$ cat config.mk
export PLATFORM = sky130hd
export DESIGN_NAME = instr_fetch_unit
export DESIGN_NICKNAME = d
export VERILOG_FILES = /design/src/rtl/instr_fetch_unit.sv
export SDC_FILE = /design/constraint.sdc
export NUM_CORES = 1
export LEC_CHECK = 0
export ABC_CLOCK_PERIOD_IN_PS = 5170
export BUFFER_PORTS_ARGS = -buffer_cell sky130_fd_sc_hd__buf_2
export CAP_MARGIN = 15
export CORE_MARGIN = 4
export CORE_UTILIZATION = 45
export DETAILED_ROUTE_END_ITERATION = 8
export GPL_TIMING_DRIVEN = 1
export PLACE_DENSITY = 0.77
export SLEW_MARGIN = 20
export SYNTH_ARGS = -nofsm -noshare
export SYNTH_HDL_FRONTEND = slang
export SYNTH_SLANG_ARGS = --single-unit
$ cat constraint.sdc
create_clock -name clk -period 5.17 [get_ports clk]
set_input_delay 0.2585 -clock clk [delete_from_list [all_inputs] [get_ports clk]]
set_output_delay 0.2585 -clock clk [all_outputs]
set_load 0.1 [all_outputs]
$ cat src/rtl/instr_fetch_unit.sv
// Instruction fetch stage: owns the PC, fetches over a valid/ready request and valid response
// interface, holds the instruction register and counts retired instructions.
module instr_fetch_unit #(
    parameter int                XLEN          = 32,
    parameter logic [XLEN-1:0]   RESET_PC      = '0,
    parameter logic [31:0]       INSTRET_RESET = 32'h0000_0000
) (
    input  logic            clk,
    input  logic            rst_n,
    output logic            imem_req_valid,
    input  logic            imem_req_ready,
    output logic [XLEN-1:0] imem_req_addr,
    input  logic            imem_rsp_valid,
    input  logic [31:0]     imem_rsp_data,
    output logic            instr_valid,
    output logic [31:0]     instr,
    output logic [6:0]      op_code,
    output logic [2:0]      funct3,
    output logic [6:0]      funct7,
    output logic [XLEN-1:0] pc,
    output logic [XLEN-1:0] pc_plus4,
    input  logic            instr_ack,
    input  logic            pc_src,
    input  logic [XLEN-1:0] pc_target,
    output logic            misaligned_err,
    output logic [31:0]     instret
);

    localparam logic [31:0] NOP = 32'h0000_0013;

    typedef enum logic [2:0] {
        IDLE,
        FETCH,
        WAIT_RSP,
        HOLD,
        ERROR
    } state_t;

    state_t          state;
    state_t          state_next;
    logic [XLEN-1:0] next_pc;
    logic            retire;
    logic            target_bad;

    assign pc_plus4      = pc + XLEN'(4);
    assign next_pc       = pc_src ? pc_target : pc_plus4;
    assign retire        = (state == HOLD) && instr_ack;
    assign target_bad    = (next_pc[1:0] != 2'b00);
    assign imem_req_addr = pc;
    assign op_code       = instr[6:0];
    assign funct3        = instr[14:12];
    assign funct7        = instr[31:25];

    always_ff @(posedge clk or negedge rst_n) begin
        if (!rst_n) begin
            state <= IDLE;
        end else begin
            state <= state_next;
        end
    end

    always_comb begin
        state_next = state;
        case (state)
            IDLE:     state_next = FETCH;
            FETCH:    if (imem_req_ready) state_next = WAIT_RSP;
            WAIT_RSP: if (imem_rsp_valid) state_next = HOLD;
            HOLD:     if (instr_ack)      state_next = target_bad ? ERROR : FETCH;
            ERROR:    state_next = ERROR;
            default:  state_next = IDLE;
        endcase
    end

    // Handshake outputs decode the state register only, so they never combinationally follow inputs.
    always_comb begin
        imem_req_valid = 1'b0;
        instr_valid    = 1'b0;
        case (state)
            FETCH:   imem_req_valid = 1'b1;
            HOLD:    instr_valid    = 1'b1;
            default: ;
        endcase
    end

    always_ff @(posedge clk or negedge rst_n) begin
        if (!rst_n) begin
            pc             <= RESET_PC;
            instr          <= NOP;
            misaligned_err <= 1'b0;
            instret        <= INSTRET_RESET;
        end else begin
            if ((state == WAIT_RSP) && imem_rsp_valid) begin
                instr <= imem_rsp_data;
            end
            if (retire) begin
                instret <= instret + 32'd1;
                if (target_bad) begin
                    misaligned_err <= 1'b1;
                end else begin
                    pc <= next_pc;
                end
            end
        end
    end

endmodule

==> Word level (Yosys, flattened, before mapping) <==
Cells that the tools add are included.
{ "totals": {"register_bits": 100, "latch_bits": 0, "ramBits": 0, "rom_bits": 0, "in_bits": 70, "elab_cells": 30, "memories": 0} }
{ "classes": {"add_sub_neg": 2, "mul": 0, "n_div": 0, "n_lt_le_gt_ge": 0, "eq_ne": 7, "shift": 0, "muxes": 8, "n_bitwise": 1, "n_reduce_logical": 7} }
{ "op_table": {"columns": ["operator", "n"], "rows": [
  ["$add 32x1->32 const B", 1],
  ["$add 32x3->32 const B", 1],
  ["$mux 32", 1],
  ["$pmux 3 s5", 1],
  ["$mux 3", 4],
  ["$eq 3x2->1 const B", 2],
  ["$ne 2x2->1 const B", 3],
  ["$reduce_and 2->1", 2],
  ["$eq 3x1->1 const B", 1],
  ["$eq 3x3->1 const B", 1],
  ["$logic_not 3->1", 1],
  ["$reduce_and 3->1", 1],
  ["$logic_and 1x1->1", 2],
  ["$mux 1", 2],
  ["$reduce_bool 2->1", 1],
  ["$not 1->1", 1]
]} }

==> Logic depth before layout (Yosys ltp) <==
Gate-level depths: netlist (run 1).
{ "logic_depth": {"depth_word": 6, "ltp_mapped": 8} }

==> Worst setup path after synthesis (run 1) <==
Ideal clock, no wire load.
{ "synth_path": {"path_kind": "register to output", "from": "register pc[6] (netlist: imem_req_addr[6])", "to": "output pc_plus4[23]", "arrival_ps": 3820, "t_required_ps": 4912, "setup_slack_ps": 1092, "stages_incl_launch_ff": 7, "cell_sequence": "dfrtp_1 > buf_2 > and4_4 > nand4_4 > buf_6 > or3_1 > xnor2_1"} }
{ "synth_via": {"elab_chain_cells": 1} }
{ "synth_lines": {"columns": ["element", "line", "text"], "rows": [
  ["from (decl)", "20", "output logic [XLEN-1:0] pc,"],
  ["from (signal assigned)", "100", "pc <= next_pc;"],
  ["$add 32x3->32", "45", "assign pc_plus4 = pc + XLEN'(4);"],
  ["to (decl)", "21", "output logic [XLEN-1:0] pc_plus4,"]
]} }
No other way between the ends.

==> Worst setup path in the final report (run 1) <==
{ "layout_path": {"from": "register pc[5] (netlist: imem_req_addr[5])", "to": "output pc_plus4[28]"} }
Same word-level chain as after synthesis.

==> results.py, run 1 <==
metrics = {
    "synth": {
        "synth_area_um2": 5560,
        "synthDistinctLibCells": 53,
        "async_flop_share": 1.00,
        "synthFlopType": "dfrtp_1",
        "yosys_warnings": 0,
        "synth-edff-count": 0,
        "yosysSeqAreaShare": 0.451,
        "synth_seq_cells": 100,
        "syn_inst": 550,
        "synth_nets": 622,
        "syn_area_per_cell_um2": 10.1,
    },
    "global_route": {
        "grt-ovfl-total": 0,
        "grt_pass1_vias": 4926,
        "track_usage": 0.216,
        "antenna_found_initial": 1,
        "grt_pass1_wl_um": 25000,
        "grt_start_max_net_pins": 64,
    },
    "layout": {
        "drive_above_1_share": 0.429,
        "final_cell_mix": "buf_2 (248), dfrtp_1 (97), nand2_1 (38)",
        "diodes": 0,
        "final_common_cell": "buf_2",
        "syn2layout_area_growth_pct": 23.7,
        "layout.nets": 809,
        "fin_util": 0.570,
    },
    "timing": {
        "maxSlewViolCount": 0,
        "fmax_mhz": 332,
        "tightestPinTransition_ps": 887,
        "slew_headroom": 0.407,
        "fin_ws_ps": 2160,
        "fin_crit_sh": 0.583,
        "fin_setup_tns_ps": 0,
        "hold_violations": 0,
        "finalSetupViolCount": 0,
        "rsz0062_at_grt": "no",
        "fin_crit_ps": 3010,
        "clock_skew_ps": 7.96,
    },
    "critical_path": {
        "crit_type": "reg2out",
        "end_kind": "primary output",
        "crit_path_start_kind": "flip-flop",
        "r2r_cells": 6,
        "cp_max_fo": 12,
        "critPathArrivalTime_ps": 2750,
        "crit_required_ps": 4910,
    },
    "placed_design": {
        "portBuffers": 249,
        "place_congestion": 0.880,
        "dp_slack_ps": 2510,
        "dp_hpwl_um": 11800,
    },
    "routing": {
        "vias": 4897,
        "drt_pre_antenna_iters": 4,
        "first_iter_violations": 369,
        "wl_per_cell_um": 17.1,
        "finalWirelength_um": 15600,
        "vias_per_cell": 5.38,
        "drc": 0,
        "ant_nets": 0,
    },
    "worst_hold_path": {
        "hold_class": "in2reg",
        "holdPathStages": 2,
    },
    "floorplan": {
        "coreArea_um2": 12100,
        "dieArea_um2": 14200,
        "die_w_um": 119,
        "rows": 40,
        "io_pins": 250,
        "fp.dieH_um": 119,
        "start_util": 0.461,
    },
    "clocking": {
        "numCtsBuffers": 9,
        "cts_tree": "done",
        "cts_sinks": 100,
        "h-tree-depth": 3,
        "root_buffer": "clkbuf_16",
        "clock_path_buffers": 2,
        "clk_latency_ps": 340,
        "post-cts-setup-buffers": 0,
        "cts.clk_slew.worst_paths_ps": 80,
    },
    "run_status": {
        "status": "completed",
    },
    "job": {
        "drv_cap": 0,
    },
}
==> flip-flops by register name, indices dropped and copies added, names as in the netlist <==
| name | cells |
|---|---|
| instret | 32 |
| misaligned_err | 1 |
| state | 3 |
| imem_req_addr | 32 |
| instr | 32 |
==> cells by family (layout without fill, tap and decap cells) <==
| logic type | after synthesis | count (layout) | share of synthesized area |
|---|---|---|---|
| compound gates | 72 | 72 | 0.0864 |
| xor+xnor | 59 | 59 | 0.0929 |
| fa+ha+maj | 2 | 2 | 0.00450 |
| buf+inv | 94 | 286 | 0.104 |
| flops | 100 | 100 | 0.451 |
| mux | 41 | 41 | 0.0815 |
| simple gates | 182 | 182 | 0.180 |
==> worst max-delay path: stages, from the launching register on <==
cell and delay (ps):
dfrtp_1 580, and4_4 320, nand4_4 220, nor4_4 540, nand2_1 140, xnor2_1 150
buf_2 440
==> cell usage after synthesis, types with 12 or more instances <==
library cell	n	area share
a21oi_1	14	0.013
nand4_1	21	0.024
xor2_1	22	0.035
dfrtp_1	97	0.44
buf_4	54	0.073
inv_1	16	0.011
nand2_1	38	0.026
o21ai_0	16	0.014
mux2_2	34	0.069
xnor2_1	37	0.058
nor3_1	12	0.011
nand3_1	29	0.026
nor2_1	30	0.020
==> layout make-up <==
type / instances / area, um2
Clock buffer: 9 / 225
Multi-Input combinational cell: 356 / 2480
Sequential cell: 100 / 2510
Clock inverter: 7 / 105
Tap cell: 168 / 210
Fill cell: 1031 / 5180
Inverter: 16 / 60.1
Timing Repair Buffer: 254 / 1290
==> layer usage <==
metal / GRT usage / vias to the layer above / wire [um]
met3: 0.0513 / 28 / 1390
met5: 0 / - / 9
met2: 0.371 / 263 / 7590
met4: 0.0811 / 2 / 363
li1: - / 2286 / -
met1: 0.262 / 2318 / 6220
==> final timing paths <==
kind	end	from	slack, ps
min in group asynchronous	imem_req_addr[4]$_DFFE_PN0P_	rst_n	430
worst min-delay path	instr[26]$_DFFE_PN0P_	imem_rsp_data[26]	140
worst max register to register	imem_req_addr[31]$_DFFE_PN0P_	state[2]$_DFFE_PN0P_	2470
max in group asynchronous	instr[27]$_DFFE_PN0P_	rst_n	3560
worst max-delay path	pc_plus4[28]	imem_req_addr[5]$_DFFE_PN0P_	2160
worst min register to register	instret[31]$_DFFE_PN0P_	instret[31]$_DFFE_PN0P_	480
==> through the flow <==
step	instances	area [um2]	hold slack, ps
5_1_grt	910	6880	136
6_report	910	6880	144
3_5_place_dp	893	6540	276
4_1_cts	910	6880	132
3_3_place_gp	893	6540	275
2_1_floorplan	550	5560	-37.1
==> timing repair <==
item	CTS	global route
hold endpoints to repair	37	0
hold buffers	1	0
resized for setup	0	0
Power of run 1 is left out: the tool's default activity adds up to more than one toggle a clock period on the data nets, which glitch-free logic cannot reach.
==> run 2, diff against run 1 <==
- ABC_CLOCK_PERIOD_IN_PS: 5170 -> 2900
- clock period: 5.17 -> 2.9 ns (I/O delays scaled with it)
==> results.py, run 2 (same netlist as run 1, synthesis figures left out) <==
metrics = {
    "timing": {
        "slew_headroom": 0.350,
        "hold_violations": 0,
        "fmax_mhz": 358,
        "fin_setup_tns_ps": 0,
        "tightestPinTransition_ps": 976,
        "fin_crit_ps": 2790,
        "rsz0062_at_grt": "no",
        "finalSetupViolCount": 0,
        "fin_crit_sh": 0.963,
        "clock_skew_ps": 3.95,
        "maxSlewViolCount": 0,
    },
    "job": {
        "drv_cap": 0,
    },
    "placed_design": {
        "place_congestion": 0.882,
        "dp_hpwl_um": 12300,
        "portBuffers": 249,
    },
    "critical_path": {
        "path_cells": "and4_4, nand4_4, or4_4, xnor2_4, buf_2",
        "crit_required_ps": 2760,
        "r2r_start": "state[2]$_DFFE_PN0P_",
        "worst-path-stages": 5,
        "crit_path_start_kind": "flip-flop",
        "critPathBufInv": 1,
        "critPathArrivalTime_ps": 2650,
        "crit_path_top_delay_cell": "or4_4",
        "max_stage_delay_ps": 660,
        "cp_max_fo": 12,
        "crit_type": "reg2out",
        "rr_endpoint": "instret[31]$_DFFE_PN0P_",
        "r2r_cells": 5,
        "cp_top_family": "simple AND/OR/NAND/NOR gates",
        "end_kind": "primary output",
        "reg2reg_slack_ps": 550,
    },
    "routing": {
        "wl_per_cell_um": 17.5,
        "vias_per_cell": 5.36,
        "drc": 0,
        "ant_nets": 0,
        "vias": 4968,
        "drt_pre_antenna_iters": 4,
        "finalWirelength_um": 16200,
        "first_iter_violations": 253,
    },
    "floorplan": {
        "io_pins": 250,
        "dieArea_um2": 14200,
        "coreArea_um2": 12100,
        "fp.dieH_um": 119,
        "start_util": 0.461,
        "rows": 40,
        "die_w_um": 119,
    },
    "clocking": {
        "clock_path_buffers": 2,
        "cts.clk_slew.worst_paths_ps": 70,
        "cts_tree": "done",
        "clk_latency_ps": 340,
        "root_buffer": "clkbuf_16",
        "numCtsBuffers": 9,
        "h-tree-depth": 3,
        "cts_sinks": 100,
    },
    "layout": {
        "final_cell_mix": "buf_2 (242), dfrtp_1 (86), nand2_1 (38)",
        "layout.nets": 826,
        "syn2layout_area_growth_pct": 34.8,
        "drive_above_1_share": 0.493,
        "final_common_cell": "buf_2",
        "fillers": 1018,
        "diodes": 0,
    },
    "worst_hold_path": {
        "hold_path_end": "imem_req_addr[13]$_DFFE_PN0P_",
        "holdPathStages": 3,
        "hp-start": "pc_target[13]",
        "hold_class": "in2reg",
    },
    "global_route": {
        "grt_pass1_wl_um": 26000,
        "grt-ovfl-total": 0,
        "track_usage": 0.223,
        "grt_start_max_net_pins": 37,
        "antenna_found_initial": 0,
        "grt_pass1_vias": 5071,
    },
    "run_status": {
        "status": "completed",
    },
}
-- run 2: layer usage --
layer  part of all wire  wire (um)  global-route usage
met5                  0          0                   0
met4              0.019        306              0.0876
met3              0.060        965              0.0385
met2               0.52       8460               0.386
met1               0.40       6470               0.276
-- run 2: worst max path at each step --
stage | start | end
finish | imem_req_addr[7]$_DFFE_PN0P_ | pc_plus4[22]
global route | imem_req_addr[7]$_DFFE_PN0P_ | pc_plus4[22]
CTS | imem_req_addr[7]$_DFFE_PN0P_ | pc_plus4[19]
detailed placement | imem_req_addr[7]$_DFFE_PN0P_ | pc_plus4[19]
global placement | imem_req_addr[9]$_DFFE_PN0P_ | pc_plus4[19]
floorplan | imem_req_addr[7]$_DFFE_PN0P_ | pc_plus4[23]
-- run 2: worst min-delay path, delay by kind of cell --
family,cells,cell delay (ps)
buffers and inverters,1,90
and+or+nand+nor,1,60
AOI/OAI and AO/OA,1,50
-- run 2: final cells by class --
class                   instances  area [um2]  area share
multi-input cells             356        2920       0.389
inverters                      16        60.1     0.00801
well taps                     168         210      0.0281
clock inverters                 4        33.8     0.00451
repair buffers                271        1510       0.201
clock buffers                  12         246      0.0329
flip-flops and latches        100        2520       0.336
-- run 2: stage by stage --
stage / std cells / cell area, um2 / worst slack, ps / util / hold slack [ps]
detailed placement: 909 / 7180 / 402 / 0.595 / 112
floorplan: 550 / 5990 / -417 / - / -151
global placement: 909 / 7180 / 466 / 0.595 / 105
finish: 927 / 7490 / 107 / 0.621 / 34.4
CTS: 926 / 7470 / 11.1 / 0.619 / 17.3
global route: 927 / 7490 / 10.4 / 0.621 / 20.4
-- run 2: timing repair --
action	CTS	global route
endpoints found under the hold margin	31	0
hold buffers	1	0
setup endpoints to repair	0	5
buffers inserted	0	1
gates resized for setup	0	2
Power of run 2 is left out for the same reason.
==> run 3, diff against run 2 <==
- CTS_BUF_LIST: unset -> sky130_fd_sc_hd__clkbuf_16
==> results.py, run 3 (same netlist as run 1, synthesis figures left out) <==
metrics = {
    "floorplan": {
        "die_w_um": 119,
        "rows": 40,
        "start_util": 0.461,
        "io_pins": 250,
        "coreArea_um2": 12100,
        "dieArea_um2": 14200,
        "fp.dieH_um": 119,
    },
    "routing": {
        "finalWirelength_um": 16300,
        "ant_nets": 0,
        "vias_per_cell": 5.36,
        "drc": 0,
        "first_iter_violations": 285,
        "wl_per_cell_um": 17.5,
        "drt_pre_antenna_iters": 4,
        "vias": 4968,
    },
    "timing": {
        "rsz0062_at_grt": "no",
        "hold_violations": 0,
        "maxSlewViolCount": 0,
        "fin_crit_ps": 2790,
        "hold_ws_ps": 28.2,
        "fmax_mhz": 358,
        "fin_crit_sh": 0.963,
        "clock_skew_ps": 5.49,
        "finalSetupViolCount": 0,
        "slew_headroom": 0.359,
        "fin_setup_tns_ps": 0,
        "tightestPinTransition_ps": 962,
    },
    "placed_design": {
        "place_congestion": 0.882,
        "placed_cells": 909,
        "dp_hpwl_um": 12300,
        "portBuffers": 249,
    },
    "critical_path": {
        "cp-startpoint": "imem_req_addr[15]$_DFFE_PN0P_",
        "end_kind": "primary output",
        "r2r_start": "state[2]$_DFFE_PN0P_",
        "crit_required_ps": 2760,
        "crit_path_start_kind": "flip-flop",
        "crit_type": "reg2out",
        "cp_max_fo": 12,
        "critPathArrivalTime_ps": 2650,
    },
    "worst_hold_path": {
        "hold_class": "in2reg",
        "hp-start": "pc_target[13]",
    },
    "global_route": {
        "grt_pass1_wl_um": 26100,
        "grt_pass1_vias": 5091,
        "grt-ovfl-total": 0,
        "track_usage": 0.224,
        "grt_start_max_net_pins": 37,
        "antenna_found_initial": 0,
    },
    "clocking": {
        "clk_latency_ps": 340,
        "cts_sinks": 100,
        "h-tree-depth": 3,
        "root_buffer": "clkbuf_16",
        "cts_tree": "done",
        "clock_path_buffers": 2,
        "cts.clk_slew.worst_paths_ps": 70,
        "numCtsBuffers": 9,
    },
    "layout": {
        "fillers": 1018,
        "regArea_um2": 2520,
        "layout.nets": 826,
        "fin_util": 0.620,
        "multiInputGateArea_um2": 2920,
        "final_cell_mix": "buf_2 (242), dfrtp_1 (86), nand2_1 (38)",
        "final_common_cell": "buf_2",
        "diodes": 0,
        "stdcell_count": 927,
        "drive_above_1_share": 0.491,
        "syn2layout_area_growth_pct": 34.6,
    },
    "run_status": {
        "status": "completed",
    },
    "job": {
        "drv_cap": 0,
    },
}
-- run 3: changes by cell type in the layout (fill, tap and decap cells not counted) --
cell      before  now
clkbuf_1       2    0
clkbuf_8       1    0
clkinv_1       0    1
inv_1         16   18
-- run 3: layout make-up --
| type | instances | share of cell area |
|---|---|---|
| well taps | 168 | 0.0281 |
| clock buffers | 9 | 0.0301 |
| multi-input cells | 356 | 0.390 |
| inverters | 16 | 0.00803 |
| repair buffers | 271 | 0.201 |
| clock inverters | 7 | 0.00602 |
| flip-flops and latches | 100 | 0.337 |
-- run 3: critical path, cell delays in order (launching register included) --
cell and delay (ps):
dfrtp_1 550, and2_1 260, nand4_4 240, or4_4 660
xnor2_4 140, buf_2 440
-- run 3: through the flow --
step / area (um2) / setup slack [ps]
floorplan: 5990 / -417
global placement: 7180 / 466
detailed placement: 7180 / 402
CTS: 7460 / 11.1
global route: 7480 / 9.97
finish: 7480 / 108
-- run 3: timing repair --
| action | CTS | global route |
|---|---|---|
| resized for setup | 0 | 2 |
| endpoints found under the hold margin | 31 | 0 |
| hold buffers | 1 | 0 |
| setup endpoints to repair | 0 | 5 |
| buffers inserted | 0 | 1 |
-- run 3: final timing paths --
path | end | slack, ps | cells after the start
setup / recovery | pc_plus4[22] | 110 | 5
hold / removal | imem_req_addr[13]$_DFFE_PN0P_ | 30 | 3
setup reg to reg | instret[31]$_DFFE_PN0P_ | 550 | 5
hold reg to reg | misaligned_err$_DFFE_PN0P_ | 460 | 1
max in group asynchronous | instr[0]$_DFFE_PN1P_ | 1760 | 3
min in group asynchronous | imem_req_addr[12]$_DFFE_PN0P_ | 280 | 2
-- run 3: per-layer routing --
metal | global-route usage | vias to the layer above | routed length [um]
met5 | 0 | - | 0
met4 | 0.0876 | 0 | 337
met3 | 0.0385 | 30 | 991
met2 | 0.387 | 190 | 8420
met1 | 0.279 | 2447 | 6520
li1 | - | 2301 | -
Power of run 3 is left out for the same reason.
